`src/rtl/cache_pkg.sv`:
```
// Shared definitions for the cache-side memory arbiter: FSM state encoding
// and requester index constants.
package cache_pkg;

   typedef enum logic [1:0] {
      ARB_IDLE  = 2'd0,
      ARB_BUSY  = 2'd1,
      ARB_DRAIN = 2'd2
   } arb_state_e;

   localparam logic REQ_DCACHE = 1'b0;
   localparam logic REQ_ICACHE = 1'b1;

endpackage : cache_pkg

```
`src/rtl/mem_arbiter.sv`:
```
// Two-requester memory arbiter (m0 = dcache, m1 = icache). A requester holds
// the memory port for as long as its lock is high; ties are broken round
// robin. Reads still in flight when the owner lets go are drained before the
// port can be handed to anyone else.
//
// state     | meaning
// ----------+------------------------------------------------------------
// ARB_IDLE  | no owner; arbitrate between locks, responses are ignored
// ARB_BUSY  | owner's strobes are registered onto the memory port
// ARB_DRAIN | owner released lock, waiting for outstanding reads to return
module mem_arbiter
   import cache_pkg::*;
#(
   parameter int DATABITS = 32,
   parameter int ADDRBITS = 32,
   parameter int OUTBITS  = 4
) (
   input  logic                clk,
   input  logic                reset,

   input  logic                m0_lock,
   input  logic [ADDRBITS-1:0] m0_addr,
   input  logic [DATABITS-1:0] m0_in,
   input  logic                m0_rdreq,
   input  logic                m0_wrreq,
   output logic                m0_grant,
   output logic [DATABITS-1:0] m0_out,
   output logic                m0_out_valid,
   output logic [15:0]         m0_burstlen,

   input  logic                m1_lock,
   input  logic [ADDRBITS-1:0] m1_addr,
   input  logic [DATABITS-1:0] m1_in,
   input  logic                m1_rdreq,
   input  logic                m1_wrreq,
   output logic                m1_grant,
   output logic [DATABITS-1:0] m1_out,
   output logic                m1_out_valid,
   output logic [15:0]         m1_burstlen,

   output logic [ADDRBITS-1:0] mem_addr,
   output logic [DATABITS-1:0] mem_in,
   output logic                mem_rdreq,
   output logic                mem_wrreq,
   input  logic [DATABITS-1:0] mem_out,
   input  logic                mem_out_valid,
   input  logic [15:0]         mem_burstlen
);

   localparam logic [OUTBITS-1:0] OUT_MAX = '1;

   arb_state_e          state;
   logic                owner;
   logic                last_owner;
   logic [OUTBITS-1:0]  outstanding;

   logic                own_lock;
   logic                own_rd;
   logic                own_wr;
   logic [ADDRBITS-1:0] own_addr;
   logic [DATABITS-1:0] own_in;
   logic                pick;
   logic                fwd_rd;
   logic                fwd_wr;
   logic                rsp_take;
   logic [OUTBITS-1:0]  out_next;

   // Select the current owner's request signals and decide what gets forwarded.
   always_comb begin
      own_lock = (owner == REQ_ICACHE) ? m1_lock  : m0_lock;
      own_rd   = (owner == REQ_ICACHE) ? m1_rdreq : m0_rdreq;
      own_wr   = (owner == REQ_ICACHE) ? m1_wrreq : m0_wrreq;
      own_addr = (owner == REQ_ICACHE) ? m1_addr  : m0_addr;
      own_in   = (owner == REQ_ICACHE) ? m1_in    : m0_in;

      // A tie goes to whoever did not own the port last.
      pick     = (m0_lock && m1_lock) ? ~last_owner : m1_lock;

      // A write wins over a simultaneous read; a read that would overflow
      // the outstanding counter is dropped rather than forwarded.
      fwd_wr   = (state == ARB_BUSY) && own_wr;
      fwd_rd   = (state == ARB_BUSY) && own_rd && !own_wr && (outstanding != OUT_MAX);
      rsp_take = mem_out_valid && (state != ARB_IDLE) && (outstanding != '0);

      out_next = outstanding;
      if (fwd_rd && !rsp_take)
         out_next = outstanding + 1'b1;
      else if (!fwd_rd && rsp_take)
         out_next = outstanding - 1'b1;
   end

   // Response routing: data goes to both requesters, the strobe only to the owner.
   always_comb begin
      m0_out       = mem_out;
      m1_out       = mem_out;
      m0_out_valid = mem_out_valid && (state != ARB_IDLE) && (owner == REQ_DCACHE);
      m1_out_valid = mem_out_valid && (state != ARB_IDLE) && (owner == REQ_ICACHE);
      m0_burstlen  = mem_burstlen;
      m1_burstlen  = mem_burstlen;
   end

   // Arbitration FSM, outstanding-read tracking and registered memory port.
   always_ff @(posedge clk) begin
      if (reset) begin
         state       <= ARB_IDLE;
         owner       <= REQ_DCACHE;
         last_owner  <= REQ_ICACHE;
         outstanding <= '0;
         m0_grant    <= 1'b0;
         m1_grant    <= 1'b0;
         mem_rdreq   <= 1'b0;
         mem_wrreq   <= 1'b0;
         mem_addr    <= '0;
         mem_in      <= '0;
      end else begin
         outstanding <= out_next;
         mem_rdreq   <= fwd_rd;
         mem_wrreq   <= fwd_wr;
         if (state == ARB_BUSY) begin
            mem_addr <= own_addr;
            mem_in   <= own_in;
         end

         case (state)
            ARB_IDLE: begin
               if (m0_lock || m1_lock) begin
                  owner    <= pick;
                  state    <= ARB_BUSY;
                  m0_grant <= (pick == REQ_DCACHE);
                  m1_grant <= (pick == REQ_ICACHE);
               end
            end
            ARB_BUSY: begin
               if (!own_lock) begin
                  m0_grant   <= 1'b0;
                  m1_grant   <= 1'b0;
                  last_owner <= owner;
                  state      <= (out_next != '0) ? ARB_DRAIN : ARB_IDLE;
               end
            end
            ARB_DRAIN: begin
               if (out_next == '0)
                  state <= ARB_IDLE;
            end
            default: begin
               state    <= ARB_IDLE;
               m0_grant <= 1'b0;
               m1_grant <= 1'b0;
            end
         endcase
      end
   end

endmodule : mem_arbiter

```
`config.mk`:
```
export PLATFORM = sky130hd
export DESIGN_NAME = mem_arbiter
export DESIGN_NICKNAME = d
export VERILOG_FILES = /design/src/rtl/cache_pkg.sv /design/src/rtl/mem_arbiter.sv
export SDC_FILE = /design/constraint.sdc
export NUM_CORES = 1
export LEC_CHECK = 0
export ABC_AREA = 1
export CAP_MARGIN = 20
export CORE_AREA = 2 2 137 139
export DETAILED_ROUTE_END_ITERATION = 12
export DIE_AREA = 0 0 139 141
export SETUP_SLACK_MARGIN = 0.02
export SLEW_MARGIN = 10
export SYNTH_ARGS = -nofsm -noshare
export SYNTH_HDL_FRONTEND = slang
export SYNTH_SLANG_ARGS = --single-unit
```
`constraint.sdc`:
```
create_clock -name clk -period 1.3 [get_ports clk]
set_input_delay 0.26 -clock clk [delete_from_list [all_inputs] [get_ports clk]]
set_output_delay 0.26 -clock clk [all_outputs]
set_load 0.01 [all_outputs]
```
# Yosys cells after proc, flatten, opt, wreduce, memory -nomap -nowiden
# Index checks and enable logic that the tools add are counted.
dict set report totals {
  word_cells 65
  input_bits 185
  reg_bits 76
}
dict set report classes {
  addsub 2
  n_reduce_logical 24
  n_bitwise 5
  mux 18
  eq_ne 6
}
# op n
set ops {}
lappend ops {{two-way mux 32 bit} 2}
lappend ops {{logical AND 1 bit} 11}
lappend ops {{two-way mux 2 bit} 4}
lappend ops {{two-way mux 4 bit} 2}
lappend ops {{nonzero test 4 bit} 2}
lappend ops {{two-way mux 1 bit} 7}
lappend ops {{!= test 2 bit, second input constant} 3}
lappend ops {{one-hot mux 1 bit (3 select lines)} 2}
lappend ops {{one-hot mux 2 bit (3 select lines)} 1}
lappend ops {{AND reduction 3 bit} 2}
lappend ops {{NOT 1 bit} 5}
lappend ops {{adder 4 x 1 -> 4 bit, second input constant} 1}
lappend ops {{zero test 4 bit} 1}
lappend ops {{!= test 4 bit, second input constant} 1}
lappend ops {{AND reduction 2 bit} 2}
lappend ops {{subtractor 4 x 1 -> 4 bit, second input constant} 1}
lappend ops {{zero test 1 bit} 3}
lappend ops {{equality test 2 x 1 -> 1 bit, second input constant} 1}
lappend ops {{equality test 2 bit, second input constant} 1}
lappend ops {{zero test 2 bit} 1}
lappend ops {{nonzero test 2 bit} 1}
lappend ops {{logical OR 1 bit} 1}

# Logic depth before layout (Yosys ltp)
# Gate-level depths: netlist of the first run.
dict set report depth {
  depth_word 12
  mapped_depth 13
  depth_no_buf 12
}

# Worst setup path before layout of the first run
# Ideal clock, no wire load.
dict set report synth_timing {
  path_type {register to register}
  from {reg outstanding[0]}
  to {reg state[1]}
  period_less_slack_ps 1417
  n_path_buf 0
  path_stages_with_launch 11
  t_required_ps 1181
  setup_ps 119
  arrival_ps 1298
  path_slack_ps -117
  path_cell_list {dfxtp_1 inv_1 ha_1 nand3_1 nand2_1 nand3_2 inv_1 o21ai_1 nand2_1 nor2_1 a21oi_1}
}
dict set report synth_via {
  elab_chain_len 10
  elab_cells_between_ends 19
  classes_between {add/sub (2); eq/ne (2); mux (5); reduce/logical (10)}
}
# element line
set synth_rtl {}
lappend synth_rtl {{start, declared} mem_arbiter.sv:55} ;# logic [OUTBITS-1:0] outstanding;
lappend synth_rtl {{start signal, assigned} mem_arbiter.sv:116} ;# outstanding <= out_next;
lappend synth_rtl {{branches (longest 5 deep; another with subtractor 4 x 1 -> 4 bit)} n/a}
lappend synth_rtl {{two-way mux 4 bit (*)} mem_arbiter.sv:86} ;# if (fwd_rd && !rsp_take)
lappend synth_rtl {{nonzero test 4 bit} mem_arbiter.sv:138} ;# state <= (out_next != '0) ? ARB_DRAIN : ARB_IDLE;
lappend synth_rtl {{two-way mux 2 bit} mem_arbiter.sv:138}
lappend synth_rtl {{two-way mux 2 bit} mem_arbiter.sv:134} ;# if (!own_lock) begin
lappend synth_rtl {{one-hot mux 2 bit (3 select lines)} mem_arbiter.sv:124} ;# case (state)
lappend synth_rtl {{end signal, assigned} mem_arbiter.sv:138}
lappend synth_rtl {{end, declared} mem_arbiter.sv:52} ;# arb_state_e state;
# Mark *: on every way between the ends. The select of a mux whose other input is x is not followed.
# A chain may end at the register's enable or synchronous reset.

# Worst setup path after layout of the first run
dict set report layout_timing {
  from {reg outstanding[1]}
  to {reg state[1]}
}
# Same word-level chain as after synthesis.

==> results of run 1 <==
[cells in the final DEF, fill, tap and decap left out, types with 4 or more instances in the layout]
cell | Yosys | final
a21oi_1 | 140 | 127
a21oi_2 | 0 | 13
buf_12 | 0 | 8
buf_4 | 97 | 35
buf_6 | 1 | 11
clkbuf_16 | 0 | 9
clkdlybuf4s50_1 | 0 | 135
dfxtp_1 | 76 | 72
dlygate4sd2_1 | 0 | 65
inv_1 | 12 | 7
inv_2 | 4 | 5
nand2_1 | 94 | 86
nand2_2 | 5 | 7
nand2_4 | 2 | 8
nand3_1 | 5 | 4
nor2_1 | 12 | 7
nor2_4 | 1 | 4
o21ai_0 | 52 | 33
o21ai_1 | 15 | 29
o21ai_2 | 0 | 5
[power by group through the flow]
stage	Combinational (µW)	Clock, µW	Sequential (µW)
after floorplan	1580	0	3190
after global placement	3360	0	3040
after detailed placement	3360	0	3040
after CTS	3450	2760	2990
after global routing	3900	2830	3060
final	3560	2640	3000
[Yosys cell counts, types with 3 or more instances]
library cell	number	share of area, %
a21oi_1	140	17
buf_1	3	0.27
buf_2	14	1.7
buf_4	97	18
clkbuf_1	19	1.7
dfxtp_1	76	37
inv_1	12	1.1
inv_2	4	0.37
nand2_1	94	8.6
nand2_2	5	0.76
nand3_1	5	0.61
nor2_1	12	1.1
o21ai_0	52	6.3
o21ai_1	15	1.8
xor2_1	3	0.64
[repair_timing]
action                     CTS  global route
setup endpoints to repair  133            66
gates cloned                 3             0
resized for setup          122            40
setup buffers                2             5
hold buffers                 0             0
pin swaps                    7             7
[area by class of cell]
| class | count | area, µm² | share of cell area [%] |
|---|---|---|---|
| timing repair buffer | 263 | 2610 | 39.3 |
| multi-input combinational | 337 | 1810 | 27.3 |
| sequential | 76 | 1530 | 23.1 |
| tap | 234 | 293 | 4.41 |
| clock buffer | 9 | 225 | 3.39 |
| clock inverter | 7 | 81.3 | 1.23 |
| inverter | 17 | 81.3 | 1.23 |
[worst paths after layout]
path                       start        to  cells after the start
setup / recovery  outstanding[1]  state[1]                     10
hold / removal          m1_grant  m1_grant                      2
setup reg to reg  outstanding[1]  state[1]                     10
hold reg to reg         m1_grant  m1_grant                      2
[worst max-delay path, stage by stage (launching register included)]
cell	delay [ns]
dfxtp_4	0.38
ha_4	0.16
nand2_4	0.05
nor2_4	0.12
nor2_4	0.06
nand3_4	0.11
inv_2	0.06
o21ai_2	0.17
nand2_1	0.07
nor2_1	0.10
a21oi_1	0.06
[layer usage]
metal  up-vias  GRT usage [%]  routed length, µm
li1       2066              -                  -
met1      1890           16.4               5910
met2       147           24.2               6950
met3        75           4.25               1090
met4         0           9.62                769
met5         -              0                  0
[metrics by stage]
stage               TNS [ns]  setup slack (ns)  cell area [µm²]
floorplan            -0.0232           -0.0232             4170
global placement      -11.32            -0.725             6070
detailed placement    -12.76            -0.749             6070
CTS                   -0.573            -0.142             6500
global route           -2.76            -0.269             6640
finish                -0.661            -0.152             6640
[registers in the layout, summed over array words and instances, names as in the netlist]
| signal | flops |
|---|---|
| m1_grant | 1 |
| state | 2 |
| mem_addr | 32 |
| m0_grant | 1 |
| last_owner | 1 |
| mem_rdreq | 1 |
| mem_wrreq | 1 |
| owner | 1 |
| mem_in | 32 |
| outstanding | 4 |
[cells by family (layout without fill, tap and decap cells)]
logic type | count (synthesis) | in the layout | synth area share (%)
flip-flops | 76 | 76 | 37.0
XOR/XNOR | 3 | 3 | 0.639
buffers and inverters | 151 | 296 | 23.4
adder cells (fa/ha/maj) | 2 | 2 | 0.609
AO/OA/AOI/OAI | 210 | 210 | 25.9
AND/OR/NAND/NOR | 122 | 122 | 12.4
==> results.cfg, run 1 <==
[sta]
fin_worst_skew_ns = 0.0147
final-setup-viol-count = 13
fin_crit_sh_pct = 112
final_hold_viol_count = 0
hold_slack_ns = 0.462
rsz0062_at_grt = true
drv_slew = 0
worstMarginPinSlew_ns = 0.419
period_needed_ns = 1.45
slew-limit-headroom_pct = 72.1
setup_slack_ns = -0.152
max_freq_mhz = 689

[synth]
synth.avg_cell_area_um2 = 7.29
synth_edf_count = 0
async_flop_share_pct = 0
synth-seq-area-share_pct = 37.0
syn_inst = 564
synthFlopType = dfxtp_1
synth_cell_types = 26
ys_ff_latch = 76
synth_nets = 751
yosysWarnings = 0
syn_area_um2 = 4110

[global_routing]
grt_pass1_wl_mm = 22.5
antenna_found_initial = 1
grt-ovfl-total = 0
grt_max_degree = 38
grt_pass1_vias = 4246
grt_use_total_pct = 14.6

[route]
drtIter0Drc = 125
antenna_left = 0
via_per_inst = 4.43
num_vias = 4178
finalWirelength_mm = 14.7
drc = 0
post_drt_wl_per_cell_um = 15.6
dr.pass1.iters = 4

[worst_setup_path]
reg2reg_slack_ns = -0.15
critPathLaunchType = flip-flop
cp.arrival_ns = 1.67
worstPathRequired_ns = 1.52
cp-end-kind = flip-flop
crit_fanout = 4
path_class = reg2reg

[placement]
portBuffers = 206
placed_cells = 917
hpwl_mm = 10.4
place_congestion = 0.768

[final_layout]
finalNonFillerCells = 943
drive_gt1_share_pct = 18.9
fin_nets = 891
syn_to_final_growth_pct = 61.5
final_core_util_pct = 36.3
fillers = 1930
antenna_cells = 0

[cts]
cts_tree = yes
clock_latency_ns = 0.34
h-tree-depth = 3
cts.clk_slew.worst_paths_ns = 0.06
cts_buffer_depth = 2
cts.sinks = 76
cts_root_buf = clkbuf_16
cts_buffers = 9

[pwr]
power_uw = 9210
internal-power_uw = 6110
power_leakage_uw = 0.00287
p_sw_share_pct = 33.7
powerDensity_nw_per_um2 = 1390
pwr-share-seq_pct = 32.6
clockPowerShare_pct = 28.7
p_sw_uw = 3100
combPwrFrac_pct = 38.7
vdd_drop_max_v = 0.000628

[die]
fp.dieW_um = 139
dieArea_um2 = 19600
core.rowCount = 50
die_y_um = 141
io_pins = 351
coreArea_um2 = 18300
start_util_pct = 22.5

[run_status]
violations = setup timing
outcome = complete, but fails checks

[worst_hold_path]
hold_class = reg2reg

[flow_run]
maxCapViolations = 0
Note: power is estimated with default switching activity, not from simulation.
==> run 2, diff against run 1 <==
SLEW_MARGIN = unset   (was 10)
==> results of run 2 <==
No change in the layout: final DEF, timing and power equal those of run 1.
==> variant 1 (flow settings as in run 2) <==
The parameter `DATABITS` goes from 32 to 28.
--- a/src/rtl/mem_arbiter.sv
+++ b/src/rtl/mem_arbiter.sv
@@ -12,5 +12,5 @@
    import cache_pkg::*;
 #(
-   parameter int DATABITS = 32,
+   parameter int DATABITS = 28,
    parameter int ADDRBITS = 32,
    parameter int OUTBITS  = 4
Interface: changed (6 resized); port bits go from 351 to 327. No check against the original RTL was run, so the function may have changed too.
==> variant 1 against run 2 <==
The run still ends with negative setup slack left; combinational power grew 7.9%; setup slack improved by 0.0031 ns; synthesized cell count down 5.7%; total power fell by 1.2%; design area is 0.68% lower; synthesized area shrank 6.3%; core utilization decreased by 0.25 points; sequential cell count fell by 4; wire length is 9.0% higher; critical endpoint unchanged.
==> variant 1: results <==
{
  "status": "finished, violations left",
  "violations": "negative setup slack",
  "syn-num-nets": 707,
  "swShare_pct": 35.6,
  "drtAntennaViolNets": 0,
  "clock_skew_ns": 0.0103,
  "wire_per_inst_um": 17.6,
  "cts_buffers": 9,
  "min_path_type": "register to register",
  "cp_max_fo": 7,
  "port_buffers": 194,
  "ys.flop_type": "dfxtp_1",
  "grt_start_max_net_pins": 53,
  "grtUsageMet2_pct": 22.3,
  "setup_violations": 7,
  "dr.pass1.iters": 6,
  "use_met1_pct": 15.6,
  "drtIter0Drc": 166,
  "antenna_found_initial": 0,
  "layout-drive-gt1-share_pct": 25.7,
  "synth_common_cells": "131 x a21oi_1, 92 x nand2_1, 88 x buf_4",
  "finalWorstSetupSlack_ns": -0.148,
  "detail_route.wirelength.met1_um": 6350,
  "placedInstanceArea_sq_um": 5680,
  "seq_area_frac_synth_pct": 37.4,
  "yosysWarningCount": 0,
  "vias": 4085,
  "antenna_cells": 0,
  "ir_drop_mv": 0.582,
  "powerDensity_nw_per_um2": 1380,
  "max-slew-margin-rel_pct": 72.8,
  "fin_tns_setup_ns": -0.664,
  "grt_first_pass_wirelength_um": 21200,
  "highest_layer": "met4",
  "cts_max_level": 3,
  "leakagePower_uw": 0.00279,
  "p_comb_uw": 3840,
  "finalHoldViolCount": 0,
  "cts.clk_slew.worst_paths_ns": 0.06,
  "dp_hpwl_um": 9570,
  "async_reset_ff_share_pct": 0,
  "synthTopCellsByArea": "dfxtp_1 37%, buf_4 17%, a21oi_1 17%",
  "wl_met2_um": 7710,
  "clk_latency_ns": 0.34,
  "grt_usage_pct": 14.0,
  "fmax_ghz": 0.690,
  "routabilityCongestion": 0.777,
  "dr_wl_met3_um": 1260,
  "seq_power_share_pct": 31.6,
  "cts-root-buf": "clkbuf_16",
  "clk_path_buf_depth": 2,
  "yosysUniqueCellTypes": 25,
  "reg_top3": "mem_addr x32, mem_in x28, outstanding x4",
  "grtUsageMet3_pct": 5.88,
  "finalNetCount": 846,
  "grt_pass1_vias": 3851
}
variant 1: changes by cell type in the layout (fill, tap and decap cells not counted), moves of 8 or more:
cell                    run 2  this run
dlygate4sd2_1              65        49
a21oi_1                   127       116
o21ai_0                    33         5
nand2_1                    86        75
buf_4                      35        27
o21ai_2                     5        27
clkdlybuf4s50_1           135       127
variant 1: per-stage QoR:
stage	cells	setup slack (ns)
finish	910	-0.148
global route	910	-0.225
CTS	895	-0.153
detailed placement	877	-0.596
global placement	877	-0.615
floorplan	532	-0.0702
variant 1: cell families after synthesis:
logic type,Yosys count,synth area share [%]
AOI/OAI and AO/OA,198,26.2
buffers and inverters,139,22.5
and+or+nand+nor,118,12.5
DFF,72,37.4
adders and majority gates,2,0.650
xor gates and xnor gates,3,0.682
variant 1: worst max-delay path, stage by stage (launching register included):
cell and delay [ns]:
dfxtp_4 0.41, buf_6 0.11, nand2_4 0.04, a21oi_4 0.22
nand2_4 0.10, nand2_4 0.11, nand2_1 0.07, nand2_2 0.08
nand2_4 0.05, nand2_2 0.06, nor2_2 0.04, a21oi_2 0.11
variant 1: repair_timing:
action | in CTS | in global routing
setup buffers | 0 | 6
setup endpoints to repair | 134 | 63
cloned | 2 | 11
pin swaps | 11 | 16
resized for setup | 126 | 147
variant 1: cell type report:
type / count / area [sq um]
fill: 1910 / 11700
timing repair buffer: 249 / 2580
multi-input combinational: 321 / 1870
sequential: 72 / 1460
tap: 234 / 293
clock buffer: 9 / 225
inverter: 17 / 97.6
clock inverter: 7 / 52.6
timing repair inverter: 1 / 16.3
variant 1: final timing paths:
check           start        to  slack [ns]  cells after the start
min reg2reg  m1_grant  m1_grant        0.46                      2
max reg2reg     owner  state[1]       -0.15                     11
max             owner  state[1]       -0.15                     11
min          m1_grant  m1_grant        0.46                      2
==> variant 2 (config.mk and constraints of run 2) <==
Made on the original files. Take the reset off `outstanding` and load it in a clocked block of its own.
--- a/src/rtl/mem_arbiter.sv
+++ b/src/rtl/mem_arbiter.sv
@@ -106,5 +106,4 @@
          owner       <= REQ_DCACHE;
          last_owner  <= REQ_ICACHE;
-         outstanding <= '0;
          m0_grant    <= 1'b0;
          m1_grant    <= 1'b0;
@@ -114,5 +113,4 @@
          mem_in      <= '0;
       end else begin
-         outstanding <= out_next;
          mem_rdreq   <= fwd_rd;
          mem_wrreq   <= fwd_wr;
@@ -152,4 +150,8 @@
    end
 
+   always_ff @(posedge clk) begin
+      outstanding <= out_next;
+   end
+
 endmodule : mem_arbiter
 
Check against the original RTL: not equivalent (a bounded check fails within 10 cycles, from zero or initial values and one cycle with reset high; the reset may be asserted at any time).
==> variant 2 against run 2 <==
The run still ends with negative setup slack left; setup slack got worse by 0.011 ns; design area increased by 11%; via count increased by 3.8%; maximum frequency decreased by 0.78%; sequential share of layout area decreased by 2.2 points; wire length increased by 15%; synthesized area increased by 0.18%; sequential cell count unchanged.
Power is not compared: it rests on default switching activity, and its combinational part moved more than twofold at a synthesized area within 25%.
==> variant 2: results <==
{
  "status": "finished, violations left",
  "violations": "negative setup slack",
  "min_path_type": "input pin to register",
  "grt-busiest-layer": "met2",
  "antenna_found_initial": 0,
  "fillCellCount": 1835,
  "antenna_cells": 0,
  "cts.clk_slew.worst_paths_ns": 0.08,
  "yosysUniqueCellTypes": 30,
  "port_buffers": 206,
  "synthTopCellsByArea": "dfxtp_1 37%, buf_4 18%, a21oi_1 16%",
  "grtUsageMet2_pct": 25.6,
  "crit_path_top_delay_cell": "dfxtp_4",
  "critPathCapture": "state[1]",
  "grt_start_max_net_pins": 49,
  "ir_drop_mv": 0.939,
  "syn-num-nets": 748,
  "vias": 4337,
  "finalWorstSetupSlack_ns": -0.163,
  "cp-start-kind": "register",
  "clk_latency_ns": 0.35,
  "grt_usage_pct": 15.1,
  "wire_per_inst_um": 17.9,
  "dr.pass1.iters": 6,
  "routabilityCongestion": 0.770,
  "drtIter0Drc": 134,
  "syn_area_per_cell_sq_um": 7.34,
  "synth_common_cells": "132 x a21oi_1, 98 x buf_4, 93 x nand2_1",
  "critPathArrivalTime_ns": 1.73,
  "async_reset_ff_share_pct": 0,
  "setup_violations": 18,
  "pre_cts_ws_ns": -0.555,
  "clock_skew_ns": 0.0141,
  "layout-drive-gt1-share_pct": 36.9,
  "seq_area_frac_synth_pct": 36.9,
  "grt_first_pass_wirelength_um": 23100,
  "ys.flop_type": "dfxtp_1",
  "routed_via_density": 4.61,
  "reg2reg_depth": 11,
  "crit_start": "owner",
  "cp_max_fo": 5,
  "max-slew-margin-rel_pct": 75.6,
  "dp.cells": 901,
  "use_met1_pct": 16.3,
  "cts_buffers": 9,
  "finalNetCount": 889,
  "reg_top3": "mem_addr x32, mem_in x32, outstanding x4",
  "dp_hpwl_um": 10500,
  "grtUsageMet3_pct": 7.40,
  "yosysWarningCount": 0,
  "swShare_pct": 42.3
}
==> variant 2: final cells by class <==
cell class                 count  area [sq um]  share of cell area, %
inverter                      15          80.1                   1.09
timing repair buffer         263          2780                   37.8
sequential                    76          1540                   20.9
clock buffer                   9           225                   3.07
clock inverter                 7          60.1                  0.817
tap                          234           293                   3.99
multi-input combinational    337          2380                   32.3
==> variant 2: through the flow <==
step / area [sq um] / setup TNS, ns
after floorplan: 4170 / -0.0237
after CTS: 6420 / -0.548
after detailed placement: 5940 / -10.29
after global placement: 5940 / -10.01
final: 7350 / -0.902
after global routing: 7350 / -3.08
==> variant 2: cell families after synthesis <==
family                     Yosys count  share of synthesized area, %
and+or+nand+nor                    131                          14.1
adders and majority gates            2                         0.608
AOI/OAI and AO/OA                  203                          25.2
buffers and inverters              148                          22.9
DFF                                 76                          36.9
xor gates and xnor gates             1                         0.213
==> variant 2: metal layers <==
| metal | routed length [um] | vias up |
|---|---|---|
| li1 | - | 2066 |
| met1 | 6380 | 1998 |
| met2 | 8390 | 222 |
| met3 | 1610 | 51 |
| met4 | 490 | 0 |
| met5 | 0 | - |
==> variant 2: worst min path at each step <==
stage | from | to | slack, ns | cells past startpoint
global placement | last_owner | last_owner | 0.48 | 2
CTS | m1_in[31] | mem_in[31] | 0.45 | 3
detailed placement | m1_grant | m1_grant | 0.48 | 2
floorplan | reset | m1_grant | 0.33 | 1
finish | m1_addr[4] | mem_addr[4] | 0.46 | 3
global route | m0_in[21] | mem_in[21] | 0.46 | 3
==> variant 2: timing repair <==
item	in CTS	in global routing
cloned	2	11
endpoints found under the setup margin	144	72
gates resized for setup	151	231
pin swaps	18	44
hold buffers	0	0
buffers inserted	7	6
==> variant 2: worst min-delay path: stages <==
cell and delay (ns):
clkdlybuf4s50_1 0.40, nand2_1 0.06, a21oi_1 0.05
